<file path="src/rtl/doodle_pkg.sv">
// Shared sprite geometry, colour key and pose types for the doodle sprite reader.
package doodle_pkg;
  localparam int          SPR_W         = 32;
  localparam int          SPR_H         = 32;
  localparam logic [23:0] KEY_COLOR     = 24'hFF00FF;
  localparam int          CROUCH_FRAMES = 6;
  localparam int          CNT_W         = $clog2(CROUCH_FRAMES + 1);

  typedef enum logic {STAND, CROUCH} pose_state_t;
  typedef logic [1:0] pose_sel_t;
endpackage

</file>
<file path="src/rtl/doodle_pose_fsm.sv">
// Crouch animation FSM: a landing holds the crouch pose for CROUCH_FRAMES frames.
module doodle_pose_fsm
  import doodle_pkg::*;
(
  input  logic Clk,
  input  logic Reset,
  input  logic frame_start,
  input  logic land_pulse,
  output logic crouch
);
  pose_state_t      state, state_nxt;
  logic [CNT_W-1:0] cnt, cnt_nxt;
  logic             pending, pending_nxt;
  logic             land_due;

  always_ff @(posedge Clk) begin
    if (Reset) begin
      state   <= STAND;
      cnt     <= '0;
      pending <= 1'b0;
    end else begin
      state   <= state_nxt;
      cnt     <= cnt_nxt;
      pending <= pending_nxt;
    end
  end

  always_comb begin
    state_nxt   = state;
    cnt_nxt     = cnt;
    land_due    = pending | land_pulse;
    pending_nxt = land_due;
    // Landings only take effect at frame boundaries so the pose never tears.
    if (frame_start) begin
      pending_nxt = 1'b0;
      case (state)
        STAND: if (land_due) begin
          state_nxt = CROUCH;
          cnt_nxt   = CNT_W'(CROUCH_FRAMES);
        end
        CROUCH: if (land_due) begin
          cnt_nxt = CNT_W'(CROUCH_FRAMES);
        end else if (cnt == CNT_W'(1)) begin
          state_nxt = STAND;
          cnt_nxt   = '0;
        end else begin
          cnt_nxt = cnt - CNT_W'(1);
        end
        default: state_nxt = STAND;
      endcase
    end
  end

  assign crouch = (state == CROUCH);
endmodule

</file>
<file path="src/rtl/doodle_sprite_reader.sv">
// Sprite RAM read engine: VGA pixel -> RAM address, 3-cycle aligned colour/opaque output.
// Define DOODLE_MIRROR_EN to build left poses by mirroring the right-facing RAMs.
module doodle_sprite_reader
  import doodle_pkg::*;
#(
  parameter int ADDR_W = 11
) (
  input  logic              Clk,
  input  logic              Reset,
  input  logic              frame_start,
  input  logic              pixel_valid,
  input  logic [9:0]        DrawX,
  input  logic [9:0]        DrawY,
  input  logic [9:0]        doodle_x,
  input  logic [9:0]        doodle_y,
  input  logic              facing_left,
  input  logic              land_pulse,
  output logic [ADDR_W-1:0] read_address,
  output logic [1:0]        pose_sel,
  input  logic [23:0]       sprite_data,
  output logic [23:0]       pixel_rgb,
  output logic              pixel_hit,
  output logic              pixel_valid_out
);
  localparam int STAGES = 2;

  logic [9:0]        sx, sy;
  logic              sleft;
  logic              crouch;
  logic [10:0]       rel_x, rel_y, x_term, addr_full;
  logic              in_box;
  logic [STAGES:1]   vld_pipe, box_pipe;
  pose_sel_t         pose;

  // Position/facing are only sampled at frame start to avoid mid-frame tearing.
  always_ff @(posedge Clk) begin
    if (Reset) begin
      sx    <= '0;
      sy    <= '0;
      sleft <= 1'b0;
    end else if (frame_start) begin
      sx    <= doodle_x;
      sy    <= doodle_y;
      sleft <= facing_left;
    end
  end

  doodle_pose_fsm u_pose (
    .Clk         (Clk),
    .Reset       (Reset),
    .frame_start (frame_start),
    .land_pulse  (land_pulse),
    .crouch      (crouch)
  );

  // Unsigned wrap makes DrawX < sx land far outside the box.
  assign rel_x  = {1'b0, DrawX} - {1'b0, sx};
  assign rel_y  = {1'b0, DrawY} - {1'b0, sy};
  assign in_box = pixel_valid & (rel_x < 11'(SPR_W)) & (rel_y < 11'(SPR_H));

`ifdef DOODLE_MIRROR_EN
  assign x_term = sleft ? (11'(SPR_W - 1) - rel_x) : rel_x;
  assign pose   = {crouch, 1'b0};
`else
  assign x_term = rel_x;
  assign pose   = {crouch, sleft};
`endif

  assign addr_full = rel_y * 11'(SPR_W) + x_term;
  assign pose_sel  = pose;

  always_ff @(posedge Clk) begin
    if (Reset) begin
      read_address    <= '0;
      vld_pipe        <= '0;
      box_pipe        <= '0;
      pixel_rgb       <= '0;
      pixel_hit       <= 1'b0;
      pixel_valid_out <= 1'b0;
    end else begin
      if (in_box) read_address <= ADDR_W'(addr_full);
      vld_pipe        <= {vld_pipe[1], pixel_valid};
      box_pipe        <= {box_pipe[1], in_box};
      pixel_rgb       <= sprite_data;
      pixel_hit       <= box_pipe[2] & (sprite_data != KEY_COLOR);
      pixel_valid_out <= vld_pipe[2];
    end
  end
endmodule

</file>
<file path="config.mk">
export PLATFORM = sky130hd
export DESIGN_NAME = doodle_sprite_reader
export DESIGN_NICKNAME = d
export VERILOG_FILES = /design/src/rtl/doodle_pkg.sv /design/src/rtl/doodle_pose_fsm.sv /design/src/rtl/doodle_sprite_reader.sv
export SDC_FILE = /design/constraint.sdc
export NUM_CORES = 1
export LEC_CHECK = 0
export CAP_MARGIN = 30
export CORE_AREA = 2 2 78 109
export DETAILED_ROUTE_END_ITERATION = 8
export DIE_AREA = 0 0 80 111
export PLACE_DENSITY_LB_ADDON = 0.25
export SETUP_SLACK_MARGIN = 0.1
export SLEW_MARGIN = 0
export SYNTH_ARGS = -nofsm -noshare
export SYNTH_HDL_FRONTEND = slang
export SYNTH_HIERARCHICAL = 1
export SYNTH_SLANG_ARGS = --single-unit
</file>
<file path="constraint.sdc">
create_clock -name Clk -period 4.4 [get_ports Clk]
set_input_delay 0.88 -clock Clk [delete_from_list [all_inputs] [get_ports Clk]]
set_output_delay 0.88 -clock Clk [all_outputs]
set_load 0.01 [all_outputs]
</file>
* Word-level counts from Yosys, hierarchy flattened *
Cells that the tools add are included.
W data, S select, Z words.

word-level totals
  input port bits = 70
  output and inout bits = 39
  bits in registers = 67
  logic and storage cells = 36

cells by class
  multiplexer cells = 8
  add/subtract/negate cells = 4
  order comparisons = 2
  equal/unequal tests = 3
  bitwise operators = 5
  reductions and logical operators = 2

operators by type and width
  cell                    number
  $ne A24 B24 Y1 const B  1
  $lt A11 B6 Y1 const B   2
  $sub A10 B10 Y11        2
  $add A11 B11 Y11        1
  $mux W3                 3
  $pmux W3 S2             1
  $and A1 B1 Y1           3
  $eq A3 B1 Y1 const B    1
  $mux W1                 3
  $sub A3 B1 Y3 const B   1
  $ne A2 B1 Y1 const B    1
  $pmux W1 S2             1
  $reduce_and A2 Y1       1
  $reduce_or A2 Y1        1
  $not A1 Y1              1
  $or A1 B1 Y1            1

* Longest topological paths before layout *
  word-level depth = 4
  depth in mapped cells = 15
  gate-level depth less buffers = 15

* Cells and area by module *
The synthesis kept the hierarchy.

modules (own cells, without submodules)
  module                cells an instance  seq. area each (µm²)  times used  area each (µm²)
  doodle_sprite_reader  353                1,241.2               1           3,377.0
  doodle_pose_fsm       30                 100.1                 1           252.7

* Worst setup path after synthesis *
Ideal clock, no wire load.

  kind = input to register
  from = input port DrawX[0]
  to = register read_address[0]
  setup time = 0.121 ns
  stages = 12
  slack = 0.562 ns
  arrival time = 3.717 ns
  path buffers = 1
  required time = 4.279 ns
  path through = inv_1 ha_1 inv_1 fa_1 a211oi_4 o211ai_2 a211o_1 or4b_1 a2111o_1 nor3_2 buf_6 mux2_4

on the way
  longest elaborated chain between the ends = 4
  elaborated cells on any way between the ends = 5
  those cells by class = 2 x add/sub; 1 x order compare; 2 x bitwise

ends and longest elaborated chain
  element                      RTL line                    RTL
  from (decl)                  doodle_sprite_reader.sv:12  input logic [9:0] DrawX,
  $sub A10 B10 Y11 *           doodle_sprite_reader.sv:57  assign rel_x = {1'b0, DrawX} - {1'b0, sx};
  $lt A11 B6 Y1                doodle_sprite_reader.sv:59  assign in_box = pixel_valid & (rel_x < 11'(SPR_W)) & (rel_y < 11'(SPR_H));
  $and A1 B1 Y1 (2 in series)  doodle_sprite_reader.sv:59
  to (signal assigned)         doodle_sprite_reader.sv:81  if (in_box) read_address <= ADDR_W'(addr_full);
  to (decl)                    doodle_sprite_reader.sv:18  output logic [ADDR_W-1:0] read_address,

Mark *: on every way between the ends. The rest lies on a longest branch, timed or not.
A chain may end at the register's enable or synchronous reset.

* Worst setup path after layout *
  from = input port DrawX[0]
  to = register read_address[10]

The elaborated chain is that of the path after synthesis.

==> flow_metrics.env <==
export IMPL_status="completed"
export IMPL_place_inst=583
export IMPL_powerDensity_nw_per_um2=362
export IMPL_finalNonFillerCells=599
export IMPL_grt_overflow=0
export IMPL_gp_congestion=0.783
export IMPL_cts_buffers_inserted=9
export IMPL_cp_max_fo=4
export IMPL_holdPathEnd="pixel_hit"
export IMPL_cts_setup_buffers=0
export IMPL_globalRouteTotalUtil_pct=18.2
export IMPL_dpl_instance_area_um2=4770
export IMPL_cp_start_kind="input pin"
export IMPL_worstMarginPinSlew_ns=0.843
export IMPL_synth_edf_count=0
export IMPL_leakage_nw=2.11
export IMPL_antenna_left=0
export IMPL_nets=591
export IMPL_slew_headroom_pct=43.8
export IMPL_rrSetupSlack_ns=1.00
export IMPL_drtPass1Iterations=4
export IMPL_finalPower_mw=1.85
export IMPL_clock_sinks=67
export IMPL_setup_viol=0
export IMPL_synth_ff_type="dfxtp_1"
export IMPL_ys_async_sr_fraction_pct=0
export IMPL_ys_warnings_count=6
export IMPL_crit_chain="clkdlybuf4s50_1 -> inv_1 -> ha_1 -> inv_1 -> fa_2 -> a211oi_4 -> o21ai_0 -> a21oi_1 -> xnor2_2 -> ha_1 -> a21o_1 -> a21o_1 -> maj3_1 -> a21oi_1 -> nor2_1 -> mux2_2"
export IMPL_wl_um=7730
export IMPL_yosysMostFrequentCell="dfxtp_1"
export IMPL_final_area_um2=5110
export IMPL_num_io_pins=109
export IMPL_synth_top_cell_area_share_pct=37.0
export IMPL_grt_pass1_wl_um=12900
export IMPL_core_area_um2=8000
export IMPL_endpoint_kind="flop"
export IMPL_cts_buffer_depth=2
export IMPL_drc=0
export IMPL_dp_hpwl_um=5870
export IMPL_worstReg2RegStart="sx[0]"
export IMPL_grt_max_degree=50
export IMPL_cts_tree="yes"
export IMPL_wl_per_cell_um=12.9
export IMPL_rsz0062_at_grt="no"
export IMPL_drt_first_iter_violations=68
export IMPL_syn_inst=383
export IMPL_clk_latency_ns=0.33
export IMPL_cts_hold_buf=0
export IMPL_hp_class="flop to flop"
export IMPL_cts_root_buf="clkbuf_16"
export IMPL_grt_antenna_before_repair=0
export IMPL_num_vias=3002
export IMPL_path_buf_inv=3
export IMPL_rr_worst_depth=14
export IMPL_drive_gt1_share_pct=10.1
export IMPL_max_cap_viol_count=0
export IMPL_avgSynthCellArea_um2=9.48
export IMPL_criticalPathCategory="input pin to flop"
export IMPL_hold_viol_final=0
export IMPL_synth_distinct_cells=63
export IMPL_fmax_mhz=247
export IMPL_drt_vias_per_instance=5.01
export IMPL_clk_pin_slew_worst_paths_ns=0.06
export IMPL_peakVddDrop_mv=0.211
export IMPL_crit_slowest_cell="clkdlybuf4s50_1"
export IMPL_seq_area_frac_synth_pct=37.0
export IMPL_post_route_min_period_ns=4.05
export IMPL_syn_area_um2=3630
export IMPL_syn_nets=482
export IMPL_io_buffers=108
export IMPL_start_util_pct=45.4
export IMPL_grt_pass1_vias=2960
export IMPL_reg2reg_to="read_address[10]"
export IMPL_worstPathArrival_ns=4.27
export IMPL_dieWidth_um=80
export IMPL_hold_depth=2
export IMPL_fin_skew_ns=0.00590
export IMPL_min_period_over_period_pct=92.1
export IMPL_cpPeakStageDelay_ns=0.39
export IMPL_num_antenna_cells=0
export IMPL_drv_slew=0
export IMPL_std_cell_rows=39
export IMPL_ys_top_cells_by_area="dfxtp_1, ha_1, mux2i_1, nor2b_1, nor2_1"
export IMPL_worstHoldStart="box_pipe[2]"
export IMPL_holdWs_ns=0.420
export IMPL_die_y_um=111
export IMPL_htreeDepth=3
export IMPL_die_area_um2=8880
export IMPL_crit_required_ns=4.61
export IMPL_path_delay_family="adder cells"
export IMPL_yosysTopAreaCell="dfxtp_1"
export IMPL_ys_seq_elements=67
export IMPL_ys_top_cells_by_count="dfxtp_1, nor2_1, inv_1, nor2b_1, ha_1"
export IMPL_area_delta_synth_final_pct=40.9
## cell type report
cell class | instances | area (µm²)
Tap cell | 102 | 128
Fill cell | 684 | 2890
Clock inverter | 5 | 83.8
Inverter | 32 | 120
Clock buffer | 11 | 253
Multi-Input combinational cell | 269 | 2070
Sequential cell | 67 | 1340
Timing Repair Buffer | 113 | 1110
## cell families after synthesis
kind of cell | count (synthesis) | synth area share [%]
and+or+nand+nor | 128 | 19.9
DFF | 67 | 37.0
AOI/OAI and AO/OA | 66 | 12.6
buffers and inverters | 47 | 6.17
muxes | 33 | 10.1
adders and majority gates | 31 | 11.2
xor gates and xnor gates | 11 | 3.14
## through the flow
stage | util, % | setup WS (ns) | TNS [ns]
after floorplan | - | 0.562 | 0
after CTS | 63.8 | 0.236 | 0
final | 63.9 | 0.346 | 0
after global placement | 59.6 | -0.0244 | -0.0377
after detailed placement | 59.6 | -0.113 | -0.347
after global routing | 63.9 | 0.163 | 0
## registers in the layout (all words and copies together), names as in the netlist, 2 cells and up
name          flops
sx               10
read_address     11
pixel_rgb        24
u_pose/cnt        3
sy               10
vld_pipe          2
box_pipe          2
## metal layers
| layer | up-vias | track usage, % | wire length, µm |
|---|---|---|---|
| met5 | - | 0 | 0 |
| met4 | 0 | 6.21 | 53 |
| met3 | 6 | 5.29 | 425 |
| met2 | 85 | 33.2 | 4120 |
| met1 | 1379 | 19.5 | 3140 |
| li1 | 1532 | - | - |
## worst max path at each step
stage | start | to | depth (start not counted)
2_1_floorplan | DrawX[0] | read_address[0] | 12
3_3_place_gp | DrawX[0] | read_address[10] | 16
3_5_place_dp | DrawX[0] | read_address[10] | 16
4_1_cts | DrawX[0] | read_address[10] | 16
5_1_grt | DrawX[0] | read_address[10] | 16
6_report | DrawX[0] | read_address[10] | 16
## cell usage in the layout, fill, tap and decap left out, drive strengths merged, types with 6 or more instances in the layout
| cell | n |
|---|---|
| clkdlybuf4s50 | 107 |
| dfxtp | 67 |
| nor2 | 42 |
| inv | 33 |
| nor2b | 32 |
| ha | 26 |
| mux2i | 25 |
| a21oi | 19 |
| o21ai | 14 |
| clkbuf | 11 |
| nand2 | 9 |
| nand2b | 8 |
| mux2 | 8 |
| and2b | 7 |
| nor3 | 7 |
| a21o | 7 |
| xnor2 | 7 |
| buf | 6 |
| a211oi | 6 |
## tightest hold or removal path: stages, from the launching register on
cell and delay (ns):
dfxtp_1 0.30, inv_1 0.04, a311oi_1 0.03
## report_power, final
group          internal (mW)  switching [mW]  total, mW
Clock                  0.529           0.267      0.795
Sequential             0.634          0.0104      0.645
Combinational          0.222           0.188      0.410
## timing repair
action / CTS / global route
gates resized for setup: 0 / 2
endpoints found under the hold margin: 0 / 0
endpoints found under the setup margin: 0 / 1
(Power assumes the default switching activity.)
